## src/rtl/answer_display_pkg.sv

```systemverilog
//------------------------------------------------------------------------------
// Module   : answer_display_pkg
// Brief    : Seven-segment types, constants and hex-to-segment encoder shared
//            by the answer display path.
// Revision : 1.0 - initial release
//------------------------------------------------------------------------------
`default_nettype none

package answer_display_pkg;

    localparam int SEG_W = 7;

    typedef logic [SEG_W-1:0] seg_t;

    // Active-low {g,f,e,d,c,b,a}
    localparam seg_t SEG_ZERO  = 7'b1000000;
    localparam seg_t SEG_BLANK = 7'b1111111;

    function automatic seg_t hex_to_seg(input logic [3:0] hex);
        seg_t seg;
        case (hex)
            4'h0:    seg = 7'b1000000;
            4'h1:    seg = 7'b1111001;
            4'h2:    seg = 7'b0100100;
            4'h3:    seg = 7'b0110000;
            4'h4:    seg = 7'b0011001;
            4'h5:    seg = 7'b0010010;
            4'h6:    seg = 7'b0000010;
            4'h7:    seg = 7'b1111000;
            4'h8:    seg = 7'b0000000;
            4'h9:    seg = 7'b0010000;
            4'hA:    seg = 7'b0001000;
            4'hB:    seg = 7'b0000011;
            4'hC:    seg = 7'b1000110;
            4'hD:    seg = 7'b0100001;
            4'hE:    seg = 7'b0000110;
            default: seg = 7'b0001110;
        endcase
        return seg;
    endfunction

endpackage

`default_nettype wire

```

## src/rtl/button_edge_sync.sv

```systemverilog
//------------------------------------------------------------------------------
// Module   : button_edge_sync
// Brief    : 2-FF synchroniser followed by a rising-edge detector; one pulse
//            per press regardless of hold time.
// Revision : 1.0 - initial release
//------------------------------------------------------------------------------
`default_nettype none

module button_edge_sync (
    input  logic clk,
    input  logic rst,
    input  logic i_raw,
    output logic o_pulse
);

    logic       sync1_q, sync1_d;
    logic       sync2_q, sync2_d;
    logic       edge_q,  edge_d;
    logic [1:0] settle_q, settle_d;

    // The edge detector stays disarmed until the chain holds post-reset samples,
    // so a button held through reset never looks like a fresh press.
    always_comb begin
        sync1_d  = i_raw;
        sync2_d  = sync1_q;
        edge_d   = sync2_q;
        settle_d = (settle_q == 2'd3) ? settle_q : settle_q + 2'd1;
    end

    always_ff @(posedge clk) begin
        if (rst) begin
            sync1_q  <= 1'b0;
            sync2_q  <= 1'b0;
            edge_q   <= 1'b0;
            settle_q <= 2'd0;
        end else begin
            sync1_q  <= sync1_d;
            sync2_q  <= sync2_d;
            edge_q   <= edge_d;
            settle_q <= settle_d;
        end
    end

    assign o_pulse = sync2_q & ~edge_q & (settle_q == 2'd3);

endmodule

`default_nettype wire

```

## src/rtl/answer_window_scroller.sv

```systemverilog
//------------------------------------------------------------------------------
// Module   : answer_window_scroller
// Brief    : Captures an answer and drives a scrollable WIN_DIGITS-wide
//            seven-segment window plus a one-hot position LED bar.
//            Optional macro AUTO_SCROLL_EN adds a wrapping auto-scroll timer.
// Revision : 1.0 - initial release
//------------------------------------------------------------------------------
`default_nettype none

module answer_window_scroller
    import answer_display_pkg::*;
#(
    parameter  int DATA_W     = 32,
    parameter  int WIN_DIGITS = 4,
    parameter  int SCROLL_DIV = 50000000,
    localparam int NUM_DIGITS = DATA_W / 4,
    localparam int MAX_OFF    = NUM_DIGITS - WIN_DIGITS,
    localparam int OFF_W      = (MAX_OFF > 0) ? $clog2(MAX_OFF + 1) : 1
) (
    input  logic                      IN_clk,
    input  logic                      IN_reset,
    input  logic [DATA_W-1:0]         IN_binary_answer,
    input  logic                      IN_answer_valid,
    input  logic                      IN_up_button,
    input  logic                      IN_down_button,
    input  logic                      IN_center_button,
    input  logic                      IN_auto,
    output logic [SEG_W*WIN_DIGITS-1:0] OUT_digits,
    output logic [OFF_W-1:0]          OUT_offset,
    output logic [MAX_OFF:0]          OUT_led
);

    localparam logic [OFF_W-1:0] MAX_OFF_V = OFF_W'(MAX_OFF);

    logic center_ev, up_ev, down_ev;
    logic btn_any, auto_step;

    logic [DATA_W-1:0]           ans_q, ans_d;
    logic [DATA_W-1:0]           shifted;
    logic [OFF_W-1:0]            offset_q, offset_d;
    logic [OFF_W-1:0]            out_off_q, out_off_d;
    seg_t [WIN_DIGITS-1:0]       digits_q, digits_d;
    logic [MAX_OFF:0]            led_q, led_d;

    button_edge_sync u_center_sync (
        .clk(IN_clk), .rst(IN_reset), .i_raw(IN_center_button), .o_pulse(center_ev)
    );
    button_edge_sync u_up_sync (
        .clk(IN_clk), .rst(IN_reset), .i_raw(IN_up_button), .o_pulse(up_ev)
    );
    button_edge_sync u_down_sync (
        .clk(IN_clk), .rst(IN_reset), .i_raw(IN_down_button), .o_pulse(down_ev)
    );

    assign btn_any = (MAX_OFF > 0) && (center_ev || up_ev || down_ev);

`ifdef AUTO_SCROLL_EN
    localparam int TIMER_W = $clog2(SCROLL_DIV);

    logic [TIMER_W-1:0] timer_q, timer_d;

    always_comb begin
        timer_d   = timer_q;
        auto_step = 1'b0;
        if (!IN_auto || btn_any) begin
            timer_d = '0;
        end else if (timer_q == TIMER_W'(SCROLL_DIV - 1)) begin
            timer_d   = '0;
            auto_step = 1'b1;
        end else begin
            timer_d = timer_q + 1'b1;
        end
    end

    always_ff @(posedge IN_clk) begin
        if (IN_reset) timer_q <= '0;
        else          timer_q <= timer_d;
    end
`else
    logic unused_auto;
    assign unused_auto = IN_auto;
    assign auto_step   = 1'b0;
`endif

    always_comb begin
        offset_d = offset_q;
        if (MAX_OFF > 0) begin
            if (center_ev) begin
                offset_d = '0;
            end else if (up_ev && !down_ev) begin
                if (offset_q != MAX_OFF_V) offset_d = offset_q + 1'b1;
            end else if (down_ev && !up_ev) begin
                if (offset_q != '0) offset_d = offset_q - 1'b1;
            end else if (auto_step) begin
                offset_d = (offset_q == MAX_OFF_V) ? '0 : offset_q + 1'b1;
            end
        end
    end

    // Display uses the incoming answer so a capture shows up one clock later.
    always_comb begin
        ans_d   = IN_answer_valid ? IN_binary_answer : ans_q;
        shifted = ans_d >> {offset_q, 2'b00};
        for (int i = 0; i < WIN_DIGITS; i++) begin
            digits_d[i] = hex_to_seg(shifted[4*i +: 4]);
        end
        led_d           = '0;
        led_d[offset_q] = 1'b1;
        out_off_d       = offset_q;
    end

    always_ff @(posedge IN_clk) begin
        if (IN_reset) begin
            ans_q     <= '0;
            offset_q  <= '0;
            out_off_q <= '0;
            digits_q  <= {WIN_DIGITS{SEG_ZERO}};
            led_q     <= (MAX_OFF + 1)'(1);
        end else begin
            ans_q     <= ans_d;
            offset_q  <= offset_d;
            out_off_q <= out_off_d;
            digits_q  <= digits_d;
            led_q     <= led_d;
        end
    end

    assign OUT_digits = digits_q;
    assign OUT_offset = out_off_q;
    assign OUT_led    = led_q;

endmodule

`default_nettype wire

```

## config.mk

```make
export PLATFORM = sky130hd
export DESIGN_NAME = answer_window_scroller
export DESIGN_NICKNAME = d
export VERILOG_FILES = /design/src/rtl/answer_display_pkg.sv /design/src/rtl/button_edge_sync.sv /design/src/rtl/answer_window_scroller.sv
export SDC_FILE = /design/constraint.sdc
export NUM_CORES = 1
export LEC_CHECK = 0
export CORE_ASPECT_RATIO = 1.2
export CORE_UTILIZATION = 45
export DETAILED_ROUTE_END_ITERATION = 6
export GPL_TIMING_DRIVEN = 0
export PLACE_DENSITY_LB_ADDON = 0.08
export RECOVER_POWER = 50
export SYNTH_ARGS = -nofsm -noshare
export SYNTH_HDL_FRONTEND = slang
export SYNTH_SLANG_ARGS = --single-unit
```

## constraint.sdc

```tcl
create_clock -name IN_clk -period 3.9 [get_ports IN_clk]
set_input_delay 0.39 -clock IN_clk [delete_from_list [all_inputs] [get_ports IN_clk]]
set_output_delay 0.39 -clock IN_clk [all_outputs]
set_load 0.05 [all_outputs]
```

After elaboration in Yosys (flattened, before gate mapping) --
Memories as Yosys holds them, arrays and structs flattened. A register that Yosys moved wholly into a read port is not among the register bits. Cells that the tools add are included.
Storage, ports and cells: register bits 58, ROM bits 448, input port bits 39, output and inout bits 36, word-level logic and storage cells 59, memories 4
Cells by class: add/subtract/negate cells 5, $lt $le $gt $ge 2, eq/ne operators 5, shift-type cells 1, muxes and demuxes 7, bitwise gates (word level) 9, reduce and logical (&&, ||, !) cells 10
Memory list:
- (no name shown) | words 16, bits a word 7, read ports 1, clocked after Yosys merged registers in 1, write ports 0, RTL line answer_display_pkg.sv:21 | case (hex)
- (no name shown) | words 16, bits a word 7, read ports 1, clocked after Yosys merged registers in 1, write ports 0, RTL line answer_display_pkg.sv:21
- (no name shown) | words 16, bits a word 7, read ports 1, clocked after Yosys merged registers in 1, write ports 0, RTL line answer_display_pkg.sv:21
- (no name shown) | words 16, bits a word 7, read ports 1, clocked after Yosys merged registers in 1, write ports 0, RTL line answer_display_pkg.sv:21
Operator list (number):
- 32-bit 2-to-1 mux | 1
- 32-bit by 5-bit >> shifter with 16-bit output | 1
- 3-bit 2-to-1 mux | 4
- 2-bit by 1-bit adder with 2-bit output (second input constant) | 3
- 1-bit bitwise AND | 6
- 2-bit equality test (second input constant) | 3
- 3-bit by 4-bit < comparator with 1-bit output (second input constant) | 1
- 2-bit nonzero test | 2
- 3-bit by 1-bit adder with 3-bit output (second input constant) | 1
- 1-bit demux with 3-bit select | 1
- 3-bit by 1-bit >= comparator with 1-bit output (second input constant) | 1
- 1-bit logical AND | 3
- 3-bit inequality test (second input constant) | 1
- 1-bit NOT | 3
- 3-bit AND reduction | 1
- 3-bit nonzero test | 1
- 3-bit by 1-bit subtractor with 3-bit output (second input constant) | 1
- 1-bit zero test | 2
- 2-bit by 1-bit inequality test with 1-bit output (second input constant) | 1
- 2-bit OR reduction | 1
- 1-bit 2-to-1 mux | 1

Depth between registers and ports, before layout --
word-level depth 7, gate-level depth with buffers 13, depth with buffers taken out 11

By module --
A second synthesis with hierarchy kept.
Unflattened totals: cell total of the unflattened synthesis 484, area, all modules 4750.8 µm²
Modules (own cells, without submodules):
- answer_window_scroller | times used 1, cells each 439, area each 4255.3 µm², sequential area each 1421.4 µm²
- button_edge_sync | times used 3, cells each 15, area each 165.2 µm², sequential area each 100.1 µm²

Least setup slack after synthesis --
No wires, ideal clock.
path type register -> register, start point register offset_q[0], end point register digits_q (netlist bit OUT_digits[26]), library setup time 0.128 ns, arrival time 2.920 ns, data required time 3.772 ns, path slack 0.853 ns, cell stages (with the launch flop) 11, buffers on the path 3, clock period less this slack 3.047 ns, path through dfxtp_1 > buf_2 > buf_2 > clkbuf_1 > mux4_2 > a221oi_1 > inv_1 > ha_1 > mux2_2 > a21oi_1 > nor2_1
On the way: longest elaborated chain between the ends 1
RTL lines:
- from (decl) | RTL line answer_window_scroller.sv:40 | logic [OFF_W-1:0] offset_q, offset_d;
- from (signal assigned) | RTL line answer_window_scroller.sv:121 | offset_q <= offset_d;
- 32-bit by 5-bit >> shifter with 16-bit output | RTL line answer_window_scroller.sv:103 | shifted = ans_d >> {offset_q, 2'b00};
- to (decl) | RTL line answer_window_scroller.sv:42 | seg_t [WIN_DIGITS-1:0] digits_q, digits_d;
Every way passes these cells. A chain may end at the register's enable or synchronous reset.

Worst setup path in the final report --
start point register offset_q[0], end point register digits_q (netlist bit OUT_digits[20])
Same word-level chain as after synthesis.

==> metrics.txt <==
Worst path max stage delay between 0.6 and 0.7 ns; GPL Wtd Cong roughly 0.9; vias in the first global route 3734; Pwr per Cell Area 384.4 nW/um^2; outcome finished, final reports clean; Leakage 0.002458 uW; switching share of total power 0.2994; Setup Viol. Count Final 0; first-pass GRT wire length 19.29 mm; Routed Antenna Nets 0; mapped cell area 4796 sq um; ranking of synthesized cells by area dfxtp_1 (36%), mux2i_1 (9.4%), mux4_2 (8.9%); CP max-delay cell o2bb2ai_1; r2r endpoint OUT_digits[20]; Data arrival, critical path 3.80 ns; final hold vios 0; Post-CTS Hold Fix Bufs 0; ys async rst share 0; Least-Margin Pin Slew 0.8109 ns; relative max-transition margin 0.4594; syn_nets roughly 540; Comb power frac 0.235; clock-pin slew on the worst setup and hold paths 0.06 ns; hold crit path type primary input to register; Crit path max-delay family buffers and inverters; WHS Path Cells 3; Die ar. roughly 11000 sq um; Post-synth EDFFs 0; H-tree depth 3; initial antenna violation count 0; Area Overhead vs Synth 24.00%; final clock skew 0.006791 ns; sequential fraction of the synthesis area 0.3590; Max-cap violations 0; Die W 96.24 microns; Mapped Cells ~480; startpoint types register; Buf+Inv Stages, Crit Path 4; pin count of the biggest net entering global routing 15; Crit Path Category register to register; Clock Path Buffers 2; clk_lat worst skew 0.34 ns; hold_sp IN_answer_valid; Site Rows 40; setup TNS 0 ns; hold endpoint ans_q[11]; core area 10210 sq um; total track usage 0.2353; # IOs 75; die height 115.1 microns; share of layout cells above drive strength 1 0.1472; total power 2286 uW; Root Driver clkbuf_16; RSZ-0062 raised after global routing false; CTS buffer count 9; R2R Path Start offset_q[0]; net switching power ~700 uW; diode count 0; Remaining DRCs 0; Syn Area/Cell 10.08 sq um; Final nets 627; minimum clock period 3.574 ns; post-synthesis cell type count between 50 and 60; Slew Viols, Final 0; Sink Count 86; per-cell routed wire length approximately 17 microns; worst-case reg-to-reg path depth 10; Max VDD drop 0.0002383 V; Clk pwr share 0.343; fmax 279.8 MHz; HPWL Detailed roughly 8.8 mm; initial core utilization 0.4697; ys flop type dfxtp_1; CP Data Required Time 4.12 ns; post-synth top area cell dfxtp_1; flop-to-flop setup slack 0.33 ns; Internal 1601 uW; crit-path max FO 10; initial drt markers about 240; vias 3851; Synth Warn # 0; crit path cell chain buf_2, buf_2, clkbuf_1, mux2i_1, mux2i_1, o2bb2ai_1, inv_1, ha_1, mux2_2, a211o_1; total gr overflow 0; period utilization 0.9164; CTS tree built; fillers 949; PortBufs 72; Flop pwr share 0.422; via count normalized by instance count 5.581; overall routed net length between 10 and 15 mm; First-pass DRT Iterations 5; Yosys top cell area share 0.3590; Worst setup EP type register; FF+latch count, synth 86
-- worst max path at each step --
stage	startpoint	end	cells after the start
2_1_floorplan	offset_q[0]	OUT_digits[26]	10
3_3_place_gp	offset_q[0]	OUT_digits[26]	10
3_5_place_dp	offset_q[0]	OUT_digits[26]	10
4_1_cts	offset_q[0]	OUT_digits[26]	10
5_1_grt	offset_q[0]	OUT_digits[23]	9
6_report	offset_q[0]	OUT_digits[20]	10
-- worst reg2reg max path: stages, from the launching register on --
cell and delay [ns]:
dfxtp_1 0.36, buf_2 0.27, buf_2 0.32, clkbuf_1 0.47
mux2i_1 0.31, mux2i_1 0.11, o2bb2ai_1 0.63, inv_1 0.21
ha_1 0.27, mux2_2 0.26, a211o_1 0.25
-- power by group through the flow --
stage	Combinational, uW	Clock [uW]	Sequential [uW]
after floorplan	287	0	1080
after global placement	532	0	984
after detailed placement	543	0	987
after CTS	545	801	967
after global routing	581	839	973
final	537	783	965
-- registers in the layout, indices dropped and copies added, names as in the netlist --
name and count:
OUT_digits 28, OUT_led 5, OUT_offset 3, ans_q 32
offset_q 3, u_center_sync.edge_d 1, u_center_sync.edge_q 1, u_center_sync.settle_q 2
u_center_sync.sync1_q 1, u_down_sync.edge_d 1, u_down_sync.edge_q 1, u_down_sync.settle_q 2
u_down_sync.sync1_q 1, u_up_sync.edge_d 1, u_up_sync.edge_q 1, u_up_sync.settle_q 2
u_up_sync.sync1_q 1
-- layout make-up --
class	count	area, sq um	area share
multi-input combinational	341	2831	0.4761
sequential	86	1722	0.2895
timing repair buffer	72	720.7	0.1212
clock buffer	10	229.0	0.03850
buffer	31	180.2	0.03030
tap	126	157.7	0.02651
inverter	18	67.56	0.01136
clock inverter	6	38.79	0.006522
-- Yosys cell counts, types with 7 or more instances --
library cell  number
dfxtp_1           86
a21oi_1           14
nor3_1             7
o21ai_0            7
mux2_2            22
inv_1             18
nor2b_1           27
buf_2              7
mux4_2            19
clkbuf_1          11
nor2_1            62
nand2_1           19
mux2i_1           45
a22oi_1            8
nand3_1            9
ha_1              28
-- layout by cell type, fill, tap and decap left out, types with 5 or more instances in the layout --
master | netlist | layout
nor3_1 | 7 | 7
mux2_2 | 22 | 22
nand3_1 | 9 | 9
dfxtp_1 | 86 | 86
clkbuf_1 | 11 | 16
mux2i_1 | 45 | 45
inv_1 | 18 | 18
o211ai_1 | 5 | 5
a22oi_1 | 8 | 8
nor2b_1 | 27 | 27
nor2_1 | 62 | 62
clkdlybuf4s50_1 | 0 | 35
a21oi_1 | 14 | 14
nand2_1 | 19 | 19
mux4_2 | 19 | 19
buf_2 | 7 | 6
ha_1 | 28 | 28
clkbuf_16 | 0 | 9
o21ai_0 | 7 | 7
dlygate4sd3_1 | 0 | 37
nand2b_1 | 5 | 5
-- cells by family after synthesis --
group,synth area share
multiplexers,0.2348
flip-flops,0.3590
buffers and inverters,0.05191
AO/OA/AOI/OAI,0.1140
adder cells (fa/ha/maj),0.07723
AND/OR/NAND/NOR,0.1539
XOR/XNOR,0.009131
-- per-stage QoR --
stage / cells / util / hold slack (ns) / setup WS [ns] / cell area (sq um)
after detailed placement: 674 / 0.5558 / 0.4292 / 0.06517 / 5674
final: 690 / 0.5825 / 0.3993 / 0.3259 / 5947
after global routing: 690 / 0.5825 / 0.4472 / 0.1044 / 5947
after floorplan: 476 / - / 0.4138 / 0.8528 / 4796
after CTS: 690 / 0.5820 / 0.3910 / 0.04655 / 5942
after global placement: 674 / 0.5558 / 0.4207 / 0.1493 / 5674
-- what timing repair did --
item / CTS / global route
setup endpoints to repair: 0 / 6
buffers inserted: 0 / 0
gates resized for setup: 0 / 1
-- metal layers --
metal  GRT usage  share of wire
met1      0.2935           0.42
met3     0.04762          0.047
met2      0.3972           0.51
met4     0.08756          0.024
met5           0              0
No activity file was read; power rests on OpenSTA's default activity.
